[src/rtl/hazard_forward_ctrl.sv]
// hazard_forward_ctrl
// Decode-stage hazard detection and operand-forwarding control for the
// 5-stage pipeline. It keeps a small shadow of the destination registers
// sitting in EX, MEM and WB. From that shadow it derives the operand-mux
// selects, the load-use stall/bubble and a saturating stall-cycle counter.
//
// Build option: define FORWARDING_EN to enable the bypass network.
// Without it, the selects stay at 0 and any RAW dependence on EX or MEM
// stalls decode. WB never causes a stall, because the register file writes
// in the first half of the cycle and is read in the second half.
module hazard_forward_ctrl #(
  parameter int REG_W = 3,
  parameter int CNT_W = 16
) (
  input  logic             clk,
  input  logic             reset,
  input  logic             id_valid,
  input  logic [REG_W-1:0] id_rs1,
  input  logic [REG_W-1:0] id_rs2,
  input  logic             id_rs1_used,
  input  logic             id_rs2_used,
  input  logic [REG_W-1:0] id_rd,
  input  logic             id_reg_wr,
  input  logic             id_is_load,
  input  logic             id_flush,
  output logic [1:0]       fwd_a_sel,
  output logic [1:0]       fwd_b_sel,
  output logic             stall,
  output logic             bubble,
  output logic [CNT_W-1:0] stall_cnt
);

  // One tracking slot per downstream stage. The valid bit already folds in
  // reg_wr and rd!=0, so R0 writers never look like producers.
  typedef struct packed {
    logic             valid;
    logic [REG_W-1:0] rd;
    logic             is_load;
  } entry_t;

  localparam logic [1:0] SEL_RF  = 2'd0;
  localparam logic [1:0] SEL_EX  = 2'd1;
  localparam logic [1:0] SEL_MEM = 2'd2;
  localparam logic [1:0] SEL_WB  = 2'd3;

  entry_t ex_q, mem_q, wb_q;
  entry_t ex_d;

  logic a_ex, a_mem, a_wb;
  logic b_ex, b_mem, b_wb;
  logic haz_a, haz_b;
  logic [1:0] sel_a, sel_b;

  // A source depends on a slot only if it is really read, is not R0, and
  // the slot holds a live producer of that register.
  function automatic logic src_match(input logic used,
                                     input logic [REG_W-1:0] src,
                                     input entry_t e);
    return used && e.valid && (e.rd == src) && (src != '0);
  endfunction

  // Compare both decode sources against every tracked producer.
  always_comb begin
    a_ex  = src_match(id_rs1_used, id_rs1, ex_q);
    a_mem = src_match(id_rs1_used, id_rs1, mem_q);
    a_wb  = src_match(id_rs1_used, id_rs1, wb_q);
    b_ex  = src_match(id_rs2_used, id_rs2, ex_q);
    b_mem = src_match(id_rs2_used, id_rs2, mem_q);
    b_wb  = src_match(id_rs2_used, id_rs2, wb_q);
  end

`ifdef FORWARDING_EN
  // The load's is_load flag only matters while the load is in EX. Once it
  // reaches MEM its data can be bypassed, so the later copies go unread.
  logic unused_load_bits;
  assign unused_load_bits = ^{mem_q.is_load, wb_q.is_load};

  // Choose the youngest producer for each source. A load still in EX cannot
  // be bypassed yet, so that case raises a hazard and parks the select at 0.
  always_comb begin
    haz_a = a_ex && ex_q.is_load;
    haz_b = b_ex && ex_q.is_load;
    sel_a = SEL_RF;
    sel_b = SEL_RF;
    if (haz_a)      sel_a = SEL_RF;
    else if (a_ex)  sel_a = SEL_EX;
    else if (a_mem) sel_a = SEL_MEM;
    else if (a_wb)  sel_a = SEL_WB;
    if (haz_b)      sel_b = SEL_RF;
    else if (b_ex)  sel_b = SEL_EX;
    else if (b_mem) sel_b = SEL_MEM;
    else if (b_wb)  sel_b = SEL_WB;
  end
`else
  // Without a bypass path, the WB slot and the load flags carry no decision
  // weight. The register file resolves the WB case by itself.
  logic unused_nofwd_bits;
  assign unused_nofwd_bits = ^{wb_q, a_wb, b_wb, ex_q.is_load, mem_q.is_load};

  // Every dependence on EX or MEM must wait until the value reaches the
  // register file, whatever kind of instruction produced it.
  always_comb begin
    haz_a = a_ex || a_mem;
    haz_b = b_ex || b_mem;
    sel_a = SEL_RF;
    sel_b = SEL_RF;
  end
`endif

  assign fwd_a_sel = sel_a;
  assign fwd_b_sel = sel_b;

  // A taken branch kills the decode instruction anyway, so its hazard is moot.
  // Flush therefore wins over stall, and both feed the bubble.
  always_comb begin
    stall  = (haz_a || haz_b) && !id_flush;
    bubble = stall || id_flush;
  end

  // Build the EX slot for the instruction leaving decode. Stalled, flushed
  // or empty decode slots enter EX as an invalid entry.
  always_comb begin
    ex_d.valid   = id_valid && !stall && !id_flush && id_reg_wr && (id_rd != '0);
    ex_d.rd      = id_rd;
    ex_d.is_load = id_is_load;
  end

  // Shift the tracking pipeline and count stall cycles without wrapping.
  always_ff @(posedge clk) begin
    if (reset) begin
      ex_q      <= '0;
      mem_q     <= '0;
      wb_q      <= '0;
      stall_cnt <= '0;
    end else begin
      ex_q  <= ex_d;
      mem_q <= ex_q;
      wb_q  <= mem_q;
      if (stall && (stall_cnt != '1))
        stall_cnt <= stall_cnt + CNT_W'(1);
    end
  end

endmodule

[config.mk]
export PLATFORM = sky130hd
export DESIGN_NAME = hazard_forward_ctrl
export DESIGN_NICKNAME = d
export VERILOG_FILES = /design/src/rtl/hazard_forward_ctrl.sv
export SDC_FILE = /design/constraint.sdc
export NUM_CORES = 1
export LEC_CHECK = 0
export BUFFER_PORTS_ARGS = -buffer_cell sky130_fd_sc_hd__buf_2
export CAP_MARGIN = 20
export CORE_UTILIZATION = 55
export DETAILED_ROUTE_END_ITERATION = 12
export GPL_TIMING_DRIVEN = 0
export PLACE_DENSITY = 0.84
export SYNTH_ARGS = -nofsm -noshare
export SYNTH_HDL_FRONTEND = slang
export SYNTH_SLANG_ARGS = --single-unit
export TNS_END_PERCENT = 50
[constraint.sdc]
create_clock -name clk -period 5.63 [get_ports clk]
set_clock_uncertainty 0.1 [all_clocks]
set_input_delay 1.126 -clock clk [delete_from_list [all_inputs] [get_ports clk]]
set_output_delay 1.126 -clock clk [all_outputs]
set_load 0.05 [all_outputs]
==> summary.md <==
| Metric | Value |
|---|---|
| Outcome | `completed` |
| Leak | `0.7167 nW` |
| Die Span X | `51.62 um` |
| Most used cell along the critical path | `buf_2` |
| Met1 usage | `30.09%` |
| Hold depth | `2` |
| Final Hold Fails | `0` |
| Placed Cells | `219` |
| Peak supply drop | `0.1793 mV` |
| DRT iter0 DRCs | `27` |
| Post-synth EDFFs | `0` |
| Min Tclk post-route | `4.035 ns` |
| Fin worst setup slack | `1.595 ns` |
| CP Capture Point | `stall` |
| Fin nets | `214` |
| Num Clock Sinks | `24` |
| PD cells | `209.5 mW/mm2` |
| Fraction of the mapped netlist area in compound gates | `13.12%` |
| Highest Clock Rate | `0.2478 GHz` |
| Initial Util | `59.48%` |
| Chip Height | `51.62 um` |
| Simple-Gate Fraction of Synth Area | `30.04%` |
| Req. time, crit path | `4.40 ns` |
| Area share of fa/ha/maj cells after synthesis | `0.9242%` |
| Layout fillers | `182` |
| RSZ-0062 raised after global routing | `false` |
| Reg2Reg Launch Point | `mem_q[3]$_SDFF_PP0_` |
| Initial antenna violation count | `0` |
| Largest family of logic cells by synthesized area | `simple AND/OR/NAND/NOR gates` |
| CTS Buffer Depth | `2` |
| Antenna cell count | `0` |
| Pre-antenna DRT Iters | `4` |
| Std-Cell Core Area | `0.002276 mm2` |
| Count of input and output buffers | `33` |
| Syn avg cell area | `8.734 um2` |
| First-pass GRT wire length | `4857 um` |
| Synthesized area | `0.001354 mm2` |
| FP Rows | `17` |
| Synth Flop Type | `dfxtp_1` |
| Met2 usage | `41.13%` |
| Library cells used by synthesis | `38` |
| Routed WL per cell | `13.21 um` |
| Clock buffer count from CTS | `3` |
| DRC Markers | `0` |
| Critical Path AT | `2.81 ns` |
| Vias per cell | `5.583` |
| GPL Wtd Cong | `0.7899` |
| Fin cells | `223` |
| Dpl ws | `1.614 ns` |
| Total power | `0.3389 mW` |
| Synthesis-to-layout area growth | `19.50%` |
| Clock transition at the registers of the reported paths | `0.13 ns` |
| Yosys warns | `0` |
| Final ANT Viol Nets | `0` |
| Bufs and invs on worst path | `4` |
| Max Transition Viols Final | `0` |
| Worst Setup SP | `id_rs2[2]` |
| Type of the worst setup path | `in2out` |
| CP Max Fanout | `10` |
| Met3 Track Usage GR | `3.801%` |
| Startpoint Class | `input port` |
| R2r endpoint | `stall_cnt[7]$_SDFFE_PP0P_` |
| Gr busiest metal | `met2` |
| Register bit total from synthesis | `24` |
| I/O pin total | `39` |
| R2R depth | `8` |
| CP Cell Sequence | `buf_2 -> xor2_1 -> nor4_2 -> o211ai_1 -> and2_4 -> inv_1 -> buf_2 -> buf_2` |
| Layout cell share with drive strength beyond 1 | `31.79%` |
| TritonCTS clock tree | `built` |
| Util after Layout | `71.08%` |
| Worst-Margin Slew | `0.5789 ns` |
| Total global-route track usage | `24.58%` |
| Critical path depth | `8` |
| Flop-to-flop setup slack | `3.48 ns` |
| Hold crit path type | `reg2reg` |
| DP HPWL | `2187 um` |
| Seq/Total Area, Yosys | `35.49%` |
| Root buffer cell | `clkbuf_4` |
| CP top delay family | `buffers and inverters` |
| Vias in the first global route | `1116` |
| Max-cap violations | `0` |
| Vias | `1245` |
| Post-synth ARST share | `0%` |
| Synth Instances | `155` |
| CTS Hold Buffers Added | `0` |
| Die area | `0.002664 mm2` |
| Final setup viols | `0` |
| Routed WL | `2946 um` |
| Post-synthesis xor/xnor area fraction | `7.763%` |
| Period Utilization, post-route | `71.67%` |
| H-tree Lvls | `1` |
| Setup repair bufs after CTS | `0` |
| Slowest-stage cell, CP | `nor4_2` |
| Crit end category | `output port` |
| Gr ovfl total | `0` |
| Largest net degree at the start of global routing | `15` |
| Mux share of post-synthesis cell area | `4.159%` |
| Clock latency at the later pin of the worst-skew pair | `0.33 ns` |
| Resized cells post-CTS | `0` |
| Setup TNS | `0 ns` |
| Worst path max stage delay | `0.33 ns` |
| Max-slew headroom | `61.41%` |
==> layer usage <==
layer	part of all wire (%)	vias to the layer above
met3	2.5	7
met5	0	-
li1	-	627
met2	49	26
met1	46	585
met4	2.1	0
==> cell type report <==
| class | count | area [um2] | share of cell area [%] |
|---|---|---|---|
| Sequential cell | 24 | 480.5 | 29.70 |
| Clock inverter | 1 | 30.03 | 1.856 |
| Buffer | 10 | 81.33 | 5.027 |
| Inverter | 8 | 30.03 | 1.856 |
| Multi-Input combinational cell | 116 | 773.2 | 47.80 |
| Tap cell | 28 | 35.03 | 2.166 |
| Timing Repair Buffer | 33 | 165.2 | 10.21 |
| Clock buffer | 3 | 22.52 | 1.392 |
==> synthesized netlist by cell type (all sizes together), types with 4 or more instances <==
| library cell | n | share of area, % |
|---|---|---|
| nor2 | 10 | 2.8 |
| mux2 | 5 | 4.2 |
| nand2 | 8 | 2.2 |
| nor4 | 5 | 4.2 |
| nand4 | 6 | 2.8 |
| nor2b | 13 | 6.0 |
| buf | 6 | 3.4 |
| or4 | 4 | 2.2 |
| nand3 | 8 | 3.3 |
| a21oi | 10 | 3.7 |
| dfxtp | 24 | 35 |
| o21ai | 4 | 1.5 |
| clkbuf | 4 | 2.6 |
| inv | 8 | 2.2 |
| xor2 | 12 | 7.8 |
| o31ai | 4 | 2.2 |
==> placed cells by master (no fill, tap or decap), types with 3 or more instances in the layout <==
cell	instances
nand3_1	7
or4_1	4
nand4_1	6
a21oi_1	10
clkbuf_4	3
inv_1	8
o21ai_0	4
or3_1	3
buf_2	34
nor4_2	4
conb_1	4
nor2b_1	13
nand2_1	8
mux2_2	5
o31ai_1	4
a31o_2	3
buf_4	4
xor2_1	12
dfxtp_1	24
nor2_1	10
==> logic make-up (layout without fill, tap and decap cells) <==
logic type                 Yosys count  count (layout)
muxes                                5               5
AOI/OAI and AO/OA                   27              27
buffers and inverters               18              55
other                                1               4
DFF                                 24              24
adders and majority gates            1               1
and+or+nand+nor                     67              67
xor gates and xnor gates            12              12
==> tightest hold or removal path: stages (launching register included) <==
cell	delay (ns)
dfxtp_1	0.35
o31ai_1	0.07
a21oi_1	0.06
==> state kept, by name (all words and copies together) (netlist names) <==
| register | count |
|---|---|
| stall_cnt | 16 |
| ex_q | 4 |
| mem_q | 4 |
==> report_power, final <==
| group | internal, mW | switching [mW] | total [mW] | leakage (nW) |
|---|---|---|---|---|
| registers | 0.172 | 0.00243 | 0.175 | 0.195 |
| logic | 0.0140 | 0.0222 | 0.0362 | 0.494 |
| clock network | 0.0721 | 0.0560 | 0.128 | 0.0279 |
| total | 0.258 | 0.0806 | 0.339 | 0.717 |
==> how the worst min path moves through the flow <==
stage | startpoint | endpoint | slack, ns
2_1_floorplan | ex_q[4]$_SDFF_PP0_ | mem_q[4]$_SDFF_PP0_ | 0.36
3_3_place_gp | stall_cnt[4]$_SDFFE_PP0P_ | stall_cnt[4]$_SDFFE_PP0P_ | 0.37
3_5_place_dp | ex_q[4]$_SDFF_PP0_ | mem_q[4]$_SDFF_PP0_ | 0.40
4_1_cts | ex_q[4]$_SDFF_PP0_ | mem_q[4]$_SDFF_PP0_ | 0.42
5_1_grt | stall_cnt[5]$_SDFFE_PP0P_ | stall_cnt[5]$_SDFFE_PP0P_ | 0.43
6_report | stall_cnt[4]$_SDFFE_PP0P_ | stall_cnt[4]$_SDFFE_PP0P_ | 0.42
==> metrics by stage <==
stage / hold WS (ns) / area [um2]
after global routing: 0.4328 / 1618
after global placement: 0.3734 / 1565
after detailed placement: 0.3966 / 1565
after floorplan: 0.3598 / 1365
final: 0.4151 / 1618
after CTS: 0.4157 / 1618
Power figures use the tool's default switching activity.
